`src/rtl/sequence_generator_if.sv`:
```
// Control/data link between a job controller and the serial pattern generator.
// The controller owns the job request; the generator owns the serial stream.
interface sequence_generator_if #(
  parameter int MAX_LEN = 16,
  parameter int LEN_W   = 5,
  parameter int REP_W   = 8,
  parameter int GAP_W   = 4
);
  logic               start;
  logic [MAX_LEN-1:0] pattern;
  logic [LEN_W-1:0]   len;
  logic [REP_W-1:0]   reps;
  logic [GAP_W-1:0]   gap;
  logic               o;
  logic               o_valid;
  logic               busy;
  logic               done;

  modport master (
    output start, pattern, len, reps, gap,
    input  o, o_valid, busy, done
  );

  modport slave (
    input  start, pattern, len, reps, gap,
    output o, o_valid, busy, done
  );
endinterface

```
`src/rtl/sequence_generator.sv`:
```
// Serial pattern transmitter: shifts a latched pattern out MSB-first,
// repeated reps times with gap idle cycles between repetitions.
module sequence_generator #(
  parameter int MAX_LEN = 16,
  parameter int LEN_W   = 5,
  parameter int REP_W   = 8,
  parameter int GAP_W   = 4
) (
  input logic                 clk,
  input logic                 rst,
  sequence_generator_if.slave link
);

  typedef enum logic [1:0] {IDLE, SHIFT, GAP} state_t;

  state_t             state;
  logic [MAX_LEN-1:0] pat_q;
  logic [LEN_W-1:0]   last_q;
  logic [LEN_W-1:0]   idx;
  logic [REP_W-1:0]   rem;
  logic [GAP_W-1:0]   gap_q;
  logic [GAP_W-1:0]   gcnt;
  logic               o_q;
  logic               valid_q;
  logic               busy_q;
  logic               done_q;
  logic [LEN_W-1:0]   eff_last;

  function automatic logic bit_at(
    input logic [MAX_LEN-1:0] p,
    input logic [LEN_W-1:0]   i
  );
    logic [MAX_LEN-1:0] s;
    s = p >> i;
    return s[0];
  endfunction

  // Index of the first bit sent; out-of-range lengths mean a full pattern.
  always_comb begin
    if (link.len == '0 || link.len > LEN_W'(MAX_LEN))
      eff_last = LEN_W'(MAX_LEN - 1);
    else
      eff_last = link.len - LEN_W'(1);
  end

  // Job FSM with all outputs registered alongside the next state.
  always_ff @(posedge clk) begin
    if (rst) begin
      state   <= IDLE;
      pat_q   <= '0;
      last_q  <= '0;
      idx     <= '0;
      rem     <= '0;
      gap_q   <= '0;
      gcnt    <= '0;
      o_q     <= 1'b0;
      valid_q <= 1'b0;
      busy_q  <= 1'b0;
      done_q  <= 1'b0;
    end else begin
      done_q <= 1'b0;
      unique case (state)
        IDLE: begin
          o_q     <= 1'b0;
          valid_q <= 1'b0;
          busy_q  <= 1'b0;
          if (link.start) begin
            pat_q  <= link.pattern;
            last_q <= eff_last;
            gap_q  <= link.gap;
            rem    <= link.reps;
            if (link.reps == '0) begin
              done_q <= 1'b1;
            end else begin
              state   <= SHIFT;
              idx     <= eff_last;
              o_q     <= bit_at(link.pattern, eff_last);
              valid_q <= 1'b1;
              busy_q  <= 1'b1;
            end
          end
        end
        SHIFT: begin
          if (idx != '0) begin
            idx <= idx - LEN_W'(1);
            o_q <= bit_at(pat_q, idx - LEN_W'(1));
          end else begin
            rem <= rem - REP_W'(1);
            if (rem == REP_W'(1)) begin
              state   <= IDLE;
              done_q  <= 1'b1;
              o_q     <= 1'b0;
              valid_q <= 1'b0;
              busy_q  <= 1'b0;
            end else if (gap_q == '0) begin
              idx <= last_q;
              o_q <= bit_at(pat_q, last_q);
            end else begin
              state   <= GAP;
              gcnt    <= gap_q;
              o_q     <= 1'b0;
              valid_q <= 1'b0;
            end
          end
        end
        GAP: begin
          if (gcnt == GAP_W'(1)) begin
            state   <= SHIFT;
            idx     <= last_q;
            o_q     <= bit_at(pat_q, last_q);
            valid_q <= 1'b1;
          end else begin
            gcnt <= gcnt - GAP_W'(1);
          end
        end
        default: state <= IDLE;
      endcase
    end
  end

  assign link.o       = o_q;
  assign link.o_valid = valid_q;
  assign link.busy    = busy_q;
  assign link.done    = done_q;

endmodule

```
`src/flat_wrapper.sv`:
```
// flat-port wrapper written by rule: the top's interface ports become plain ports
module sequence_generator_flat 
#(
  parameter int MAX_LEN = 16,
  parameter int LEN_W   = 5,
  parameter int REP_W   = 8,
  parameter int GAP_W   = 4
)
  (clk, rst, link_start, link_pattern, link_len, link_reps, link_gap, link_o, link_o_valid, link_busy, link_done);
  sequence_generator_if #(.MAX_LEN(MAX_LEN), .LEN_W(LEN_W), .REP_W(REP_W), .GAP_W(GAP_W)) link_i ();
  input logic clk;
  input logic rst;
  input wire logic [$bits(link_i.start)-1:0] link_start;
  input wire logic [$bits(link_i.pattern)-1:0] link_pattern;
  input wire logic [$bits(link_i.len)-1:0] link_len;
  input wire logic [$bits(link_i.reps)-1:0] link_reps;
  input wire logic [$bits(link_i.gap)-1:0] link_gap;
  output wire logic [$bits(link_i.o)-1:0] link_o;
  output wire logic [$bits(link_i.o_valid)-1:0] link_o_valid;
  output wire logic [$bits(link_i.busy)-1:0] link_busy;
  output wire logic [$bits(link_i.done)-1:0] link_done;
  assign link_i.start = link_start;
  assign link_i.pattern = link_pattern;
  assign link_i.len = link_len;
  assign link_i.reps = link_reps;
  assign link_i.gap = link_gap;
  assign link_o = link_i.o;
  assign link_o_valid = link_i.o_valid;
  assign link_busy = link_i.busy;
  assign link_done = link_i.done;
  sequence_generator #(.MAX_LEN(MAX_LEN), .LEN_W(LEN_W), .REP_W(REP_W), .GAP_W(GAP_W)) u_core (.clk(clk), .rst(rst), .link(link_i));
endmodule
```
`config.mk`:
```
export PLATFORM = sky130hd
export DESIGN_NAME = sequence_generator_flat
export DESIGN_NICKNAME = d
export VERILOG_FILES = /design/src/rtl/sequence_generator_if.sv /design/src/rtl/sequence_generator.sv /design/src/flat_wrapper.sv
export SDC_FILE = /design/constraint.sdc
export NUM_CORES = 1
export LEC_CHECK = 0
export BUFFER_PORTS_ARGS = -buffer_cell sky130_fd_sc_hd__buf_2
export CORE_MARGIN = 2
export CORE_UTILIZATION = 55
export CTS_CLUSTER_SIZE = 10
export DETAILED_ROUTE_END_ITERATION = 12
export PLACE_DENSITY = 0.75
export SYNTH_ARGS = -nofsm -noshare
export SYNTH_HDL_FRONTEND = slang
export SYNTH_SLANG_ARGS = --single-unit
```
`constraint.sdc`:
```
create_clock -name clk -period 6.85 [get_ports clk]
set_input_delay 0.685 -clock clk [delete_from_list [all_inputs] [get_ports clk]]
set_output_delay 0.685 -clock clk [all_outputs]
set_load 0.02 [all_outputs]
```
==> results of run 1 <==
-- worst max-delay path: stages, from the launching register on --
cell	delay, ps
dfxtp_1	530
inv_1	130
ha_1	430
mux4_1	600
mux4_2	470
nand4_1	100
o211ai_1	110
a22o_1	240
-- logic make-up (layout without fill, tap and decap cells) --
| kind of cell | Yosys count | after routing | synth area share, % |
|---|---|---|---|
| AOI/OAI and AO/OA | 89 | 89 | 19.1 |
| xor gates and xnor gates | 4 | 4 | 1.16 |
| adders and majority gates | 11 | 11 | 4.57 |
| buffers and inverters | 37 | 63 | 5.19 |
| DFF | 48 | 48 | 31.9 |
| muxes | 33 | 33 | 14.8 |
| and+or+nand+nor | 151 | 151 | 23.3 |
-- how the worst max path moves through the flow --
| stage | endpoint | slack [ps] | cells past startpoint |
|---|---|---|---|
| CTS | u_core.link.o | 4140 | 7 |
| global placement | u_core.link.o | 4180 | 7 |
| global route | u_core.rem[0] | 3800 | 7 |
| detailed placement | u_core.link.o | 4110 | 9 |
| floorplan | u_core.link.o | 4510 | 8 |
| finish | u_core.link.o | 4140 | 7 |
-- routing by layer --
layer / up-vias / part of all wire (%)
li1: 1373 / -
met3: 7 / 4.1
met4: 0 / 0.91
met2: 68 / 48
met5: - / 0
met1: 1327 / 47
-- cell type report --
cell class,count,area share [%]
Clock buffer,6,2.49
Clock inverter,2,1.17
Inverter,16,1.81
Multi-Input combinational cell,288,57.1
Tap cell,70,2.64
Sequential cell,48,28.9
Timing Repair Buffer,39,5.88
-- synthesized netlist by cell type, types with 3 or more instances --
cell type  instances  share of area, %
a21oi_1           38               6.3
a211oi_1           4               1.0
a22oi_1            5               1.2
nand2_1           69               8.6
mux2i_1           24               8.0
mux4_2             4               3.0
or4_1              4               1.0
or3_1              4              0.83
xor2_1             3              0.87
ha_1              11               4.6
clkbuf_1          14               1.7
o21ai_0           12               2.0
dfxtp_1           48                32
buf_2              5              0.83
o22ai_1            3              0.62
nor2_1            38               4.7
a221oi_1           3              0.87
nor3b_1            3              0.75
mux4_1             4               3.5
nand2b_1           4              0.83
nor2b_1            3              0.62
a211o_1            3              0.87
nor3_1             9               1.5
or3b_2             3              0.87
inv_1             16               2.0
-- placed cells by master (no fill, tap or decap), types with 5 or more instances in the layout --
cell type  count
a21oi_1       38
a22oi_1        5
buf_2         39
clkbuf_8       6
dfxtp_1       48
ha_1          11
inv_1         16
mux2i_1       24
nand2_1       69
nor2_1        38
nor3_1         9
o21ai_0       12
-- metrics by stage --
step / cells / hold WS (ps) / setup WS [ps]
floorplan: 373 / 441 / 4510
global placement: 461 / 452 / 4180
detailed placement: 461 / 460 / 4110
CTS: 469 / 474 / 4140
global route: 469 / 493 / 3800
finish: 469 / 474 / 4140
-- state kept, by name, indices dropped and copies added (netlist names) --
register             cells
u_core.gap_q             4
u_core.rem               8
u_core.gcnt              4
u_core.pat_q            16
u_core.idx               5
u_core.link.done         1
u_core.state             2
u_core.link.busy         1
u_core.last_q            5
u_core.link.o            1
u_core.link.o_valid      1
-- report_power, final --
part | switching [mW] | total [mW] | internal, mW
Combinational | 0.358 | 0.620 | 0.262
Sequential | 0.0775 | 0.425 | 0.347
Clock | 0.101 | 0.221 | 0.119
==> run summary, run 1 <==
POWER
---------------------------------------------------------------------------
Peak supply drop                                                   0.189 mV
Leakage power                                                       1.38 nW
PnR Total Power                                                     1.27 mW
Power density relative to cell area                              381 mW/mm²

CLOCK TREE
---------------------------------------------------------------------------
Library cell used as clock root buffer                             clkbuf_8
Clock tree from TritonCTS                                             built
Num Clock Sinks                                                          48
Max H-tree Level                                                          2
Post-CTS Setup Repair Bufs                                                0
Worst-skew pair later-pin latency                                    310 ps
Maximum count of clock buffers along a single path                        2
Total of cells resized after clock tree synthesis                         0
Post-CTS Hold Buffers                                                     0
TritonCTS buffer count                                                    5
CTS clock-pin slew for the worst setup and hold paths                 90 ps

SYNTHESIS
---------------------------------------------------------------------------
Synthesized area divided by synthesized cell count                 8.08 µm²
Gate Count Post-Synth                                                   373
Count of warnings emitted by yosys                                        0
Share of flip-flops with an asynchronous set or reset                    0%
Net count of the mapped netlist                                         420
Netlist area before placement                                   0.00301 mm²
Count of state elements after synthesis                                  48
Number of enable flip-flop cells after synthesis                          0
Register area share after synthesis                                   31.9%
Commonest register cell after synthesis                             dfxtp_1
Post-synth cell types                                                    55

LAYOUT
---------------------------------------------------------------------------
Fraction of layout cells with a size suffix above 1                   15.5%
Filler Cell Count                                                       466
Final core utilization                                                63.8%
FF/Latch Area                                                       961 µm²
Summed area of non-filler cells in the final layout             0.00332 mm²
Area growth syn-to-layout                                             10.2%
Multi-input gate area in the final layout                       0.00190 mm²
Number of antenna cells inserted                                          0
Number of nets in the layout                                            445

DIE
---------------------------------------------------------------------------
Die X-Extent                                                        78.0 µm
Cell row count                                                           26
Total I/O pin count                                                      40
Overall die height                                                  78.0 µm
Die area                                                        0.00609 mm²
Initial cell density of the core                                      57.9%
Floorplan Core Area                                             0.00520 mm²

STA
---------------------------------------------------------------------------
Worst-margin pin slew                                                978 ps
Max-slew violation count                                                  0
Clock tree skew after final layout                                  7.56 ps
Worst rel slew slack                                                  34.8%
Minimum period implied by the final worst setup slack               2710 ps
Final hold violations                                                     0
Final number of setup-violating endpoints                                 0
Sum of negative setup slack                                            0 ps
Final clock period utilization by the worst path                      39.6%
RSZ-0062 raised after global routing                                     no
Highest achievable clock rate                                       369 MHz

WORST SETUP PATH
---------------------------------------------------------------------------
Terminus of the critical flop-to-flop path                     u_core.link.o
Type of element launching the critical path                       flip-flop
FF-to-FF setup slack                                                4140 ps
Launch point of the critical path                              u_core.idx[0]
Crit path kind                                                      reg2reg
Data arrival time of the critical path                              2920 ps
Worst reg-to-reg path cell count                                          7
R2r startpoint                                                 u_core.idx[0]
Worst path required time                                            7050 ps
Highest fanout seen on the critical path                                  7
Type of destination of the critical path                          flip-flop

ROUTING
---------------------------------------------------------------------------
Detail-routed net length per standard cell                          15.2 µm
Number of routed nets with antenna violations                             0
DRT iter0 DRCs                                                          219
Routed vias                                                            2775
Detailed Route WL                                                   7110 µm
Initial DRT Pass Iterations                                               4
Residual DRC                                                              0
Vias/cell                                                              5.92

GLOBAL ROUTE
---------------------------------------------------------------------------
Global-route met2 utilization                                         42.8%
GR Util All Layers                                                    24.9%
Remaining global-route overflow                                           0
M1 GR Usage                                                           32.9%
Maximum number of pins on one net before global-route repair             49
Initial antenna violation count                                           0
Most used routing layer                                                met2
Global-route wire length before repair                             12300 µm
Number of global-route vias before repair                              2645
GR Util met3                                                          4.14%

PLACED DESIGN
---------------------------------------------------------------------------
Buffers added on ports                                                   39
Detailed Place HPWL                                                 5040 µm
GPL Wtd Cong                                                          0.856
Dpl cell area                                                   0.00320 mm²

MIN PATH
---------------------------------------------------------------------------
Hold path depth                                                           2
Hold worst-path end                                            u_core.pat_q[0]
Startpoint of the lowest-slack hold path                       u_core.pat_q[0]
Type of the worst min-delay path                                    reg2reg

JOB
---------------------------------------------------------------------------
Max_cap viols                                                             0

RUN STATUS
---------------------------------------------------------------------------
Run status                                                        completed

(Power assumes the default switching activity.)
==> run 2: changes to the inputs <==
- clock period: 6.85 -> 2.55 ns (I/O delays scaled with it)
==> run 2 against run 1 <==
Effect of this change:
- sequential power grew to 2.6 times the previous value
- critical path type unchanged
- core utilization grew 0.41 points
- non-clock buffer count grew 8
- hold slack lost 290 ps
- routed wire length shrank 5.3%
- maximum frequency grew 13%
- clock-buffer cell count shrank 1
- worst setup slack lost 4000 ps
- highest routed layer unchanged
- design area grew 0.64%
- clock power grew 100%
- combinational power grew to 2.8 times the previous value
==> run summary, run 2 (synthesis results as in run 1) <==
LAYOUT
--------------------------------------------------------------------------------------
Most common cell after layout, fill and taps aside                             nand2_1
Fraction of layout cells with a size suffix above 1                              17.2%   +1.7 points
Most used cells in the layout excluding fill and tap cells                nand2_1 (69), dfxtp_1 (48), buf_2 (39)
Area growth syn-to-layout                                                        10.9%
Final Instance Count excl. Fillers                                                 476   +1.5%
Largest register FFs                                                                16   unchanged
Number of nets in the layout                                                       453   +1.8%
Most flop-heavy register                                                  u_core.pat_q
Number of antenna cells inserted                                                     0   unchanged
Largest registers                                                         u_core.pat_q (16), u_core.rem (8)

GLOBAL ROUTE
--------------------------------------------------------------------------------------
Remaining global-route overflow                                                      0   unchanged
Initial antenna violation count                                                      0   unchanged
Global-route wire length before repair                                        12000 µm   -2.7%
Maximum number of pins on one net before global-route repair                        30   -39%
Number of global-route vias before repair                                         2651   +0.23%
GR Util All Layers                                                               24.1%   -0.82 points

STA
--------------------------------------------------------------------------------------
RSZ-0062 raised after global routing                                                no
Max-slew violation count                                                             0   unchanged
Highest achievable clock rate                                                  418 MHz   +13%
Worst rel slew slack                                                             55.3%   +21 points
Final hold violations                                                                0   unchanged
Clock tree skew after final layout                                             11.0 ps   +3.43 ps
Sum of negative setup slack                                                       0 ps   unchanged
Worst setup margin                                                              157 ps   -3980 ps
Minimum period implied by the final worst setup slack                          2390 ps   -319 ps
Final number of setup-violating endpoints                                            0   unchanged
Final clock period utilization by the worst path                                 93.9%   +54 points
Worst-margin pin slew                                                           670 ps   -308 ps
Min Hold Slack                                                                  180 ps   -294 ps

ROUTING
--------------------------------------------------------------------------------------
Detailed Route WL                                                              6740 µm   -5.3%
Initial DRT Pass Iterations                                                          4   unchanged
Vias/cell                                                                         5.87   -0.87%
Residual DRC                                                                         0   unchanged
Detail-routed net length per standard cell                                     14.2 µm   -6.7%
Routed vias                                                                       2792   +0.61%
Number of routed nets with antenna violations                                        0   unchanged
DRT iter0 DRCs                                                                     210   -4.1%

DIE
--------------------------------------------------------------------------------------
Overall die height                                                             78.0 µm   unchanged
Cell row count                                                                      26   unchanged
Die area                                                                   0.00609 mm²   unchanged
Die X-Extent                                                                   78.0 µm   unchanged
Total I/O pin count                                                                 40   unchanged
Floorplan Core Area                                                        0.00520 mm²   unchanged
Initial cell density of the core                                                 57.9%   unchanged

WORST SETUP PATH
--------------------------------------------------------------------------------------
Cell breakdown of the critical path                                       inv_1 -> ha_1 -> mux4_1 -> mux4_2 -> nand4_1 -> o211ai_1 -> a22o_1
Family with the most delay on the worst path                              multiplexers
Library cell contributing the largest single delay on the critical path         mux4_1
Data arrival time of the critical path                                         2600 ps   -320 ps
Highest fanout seen on the critical path                                             5   -2
Crit path kind                                                                 reg2reg
Worst path required time                                                       2750 ps   -4300 ps
Type of element launching the critical path                                  flip-flop
Delay contributed by the slowest stage of the critical path                     570 ps   -30 ps
Type of destination of the critical path                                     flip-flop
Total buffers and inverters traversed by the critical path                           1   unchanged

PLACED DESIGN
--------------------------------------------------------------------------------------
Worst slack after detailed placement                                            162 ps   -3950 ps
Buffers added on ports                                                              39   unchanged
GPL Wtd Cong                                                                     0.911   +6.4%
Detailed Place HPWL                                                            4880 µm   -3.3%
Total instance count after detailed placement                                      469   +1.7%

CLOCK TREE
--------------------------------------------------------------------------------------
Num Clock Sinks                                                                     48   unchanged
Max H-tree Level                                                                     2   unchanged
Clock tree from TritonCTS                                                        built
Library cell used as clock root buffer                                        clkbuf_8
TritonCTS buffer count                                                               5   unchanged
CTS clock-pin slew for the worst setup and hold paths                            90 ps   about the same
Worst-skew pair later-pin latency                                               300 ps   about the same
Maximum count of clock buffers along a single path                                   2   unchanged

POWER
--------------------------------------------------------------------------------------
Peak supply drop                                                              0.550 mV   +190%
PnR Total Power                                                                3.27 mW   +160%
Power density relative to cell area                                         980 mW/mm²   +160%
Leakage power                                                                  1.40 nW   +1.4%

MIN PATH
--------------------------------------------------------------------------------------
Type of the worst min-delay path                                                in2reg

JOB
--------------------------------------------------------------------------------------
Max_cap viols                                                                        0   unchanged

RUN STATUS
--------------------------------------------------------------------------------------
Run status                                                                   completed

==> run 2: cell count changes in the layout (fill, tap and decap cells not counted), sizes merged <==
cell and delta:
bufinv -1, clkinvlp +1, clkbuf -1, buf +8
==> run 2: routing by layer <==
metal | share of wire (%) | wire length [µm] | GRT usage, %
met5 | 0 | 0 | 0
met4 | 2.0 | 136 | 9.30
met3 | 5.4 | 363 | 4.48
met2 | 45 | 3020 | 37.9
met1 | 48 | 3220 | 32.9
==> run 2: layout make-up <==
type | count | area (µm²)
fillers | 456 | 1860
well taps | 70 | 87.6
flip-flops and latches | 48 | 961
inverters | 16 | 60.1
multi-input cells | 288 | 1900
repair buffers | 47 | 255
clock inverters | 2 | 12.5
clock buffers | 5 | 68.8
==> run 2: final timing paths <==
path | startpoint | endpoint | cells past startpoint | slack, ps
min reg2reg | u_core.pat_q[11] | u_core.pat_q[11] | 2 | 480
max | u_core.idx[1] | u_core.link.o | 7 | 160
min | link_gap[0] | u_core.gap_q[0] | 3 | 180
max reg2reg | u_core.idx[1] | u_core.link.o | 7 | 160
==> run 2: worst register-to-register path, cell delays in order, from the launching register on <==
cell and delay [ps]:
dfxtp_1 360, inv_1 60, ha_1 390, mux4_1 570, mux4_2 480, nand4_1 100
o211ai_1 100, a22o_1 240
==> run 2: repair_timing <==
action / in CTS / in global routing
gates resized for setup: 0 / 1
hold endpoints to repair: 0 / 0
hold buffers: 0 / 0
setup endpoints to repair: 0 / 2
buffers inserted: 0 / 0
==> run 2: stage by stage <==
stage / area, µm² / util [%]
detailed placement: 3260 / 62.6
CTS: 3340 / 64.2
floorplan: 3010 / -
finish: 3340 / 64.2
global placement: 3260 / 62.6
global route: 3340 / 64.2
==> run 2: where the power goes <==
group / switching (mW) / internal, mW
sequential: 0.179 / 0.933
combinational: 0.972 / 0.747
clock: 0.258 / 0.186
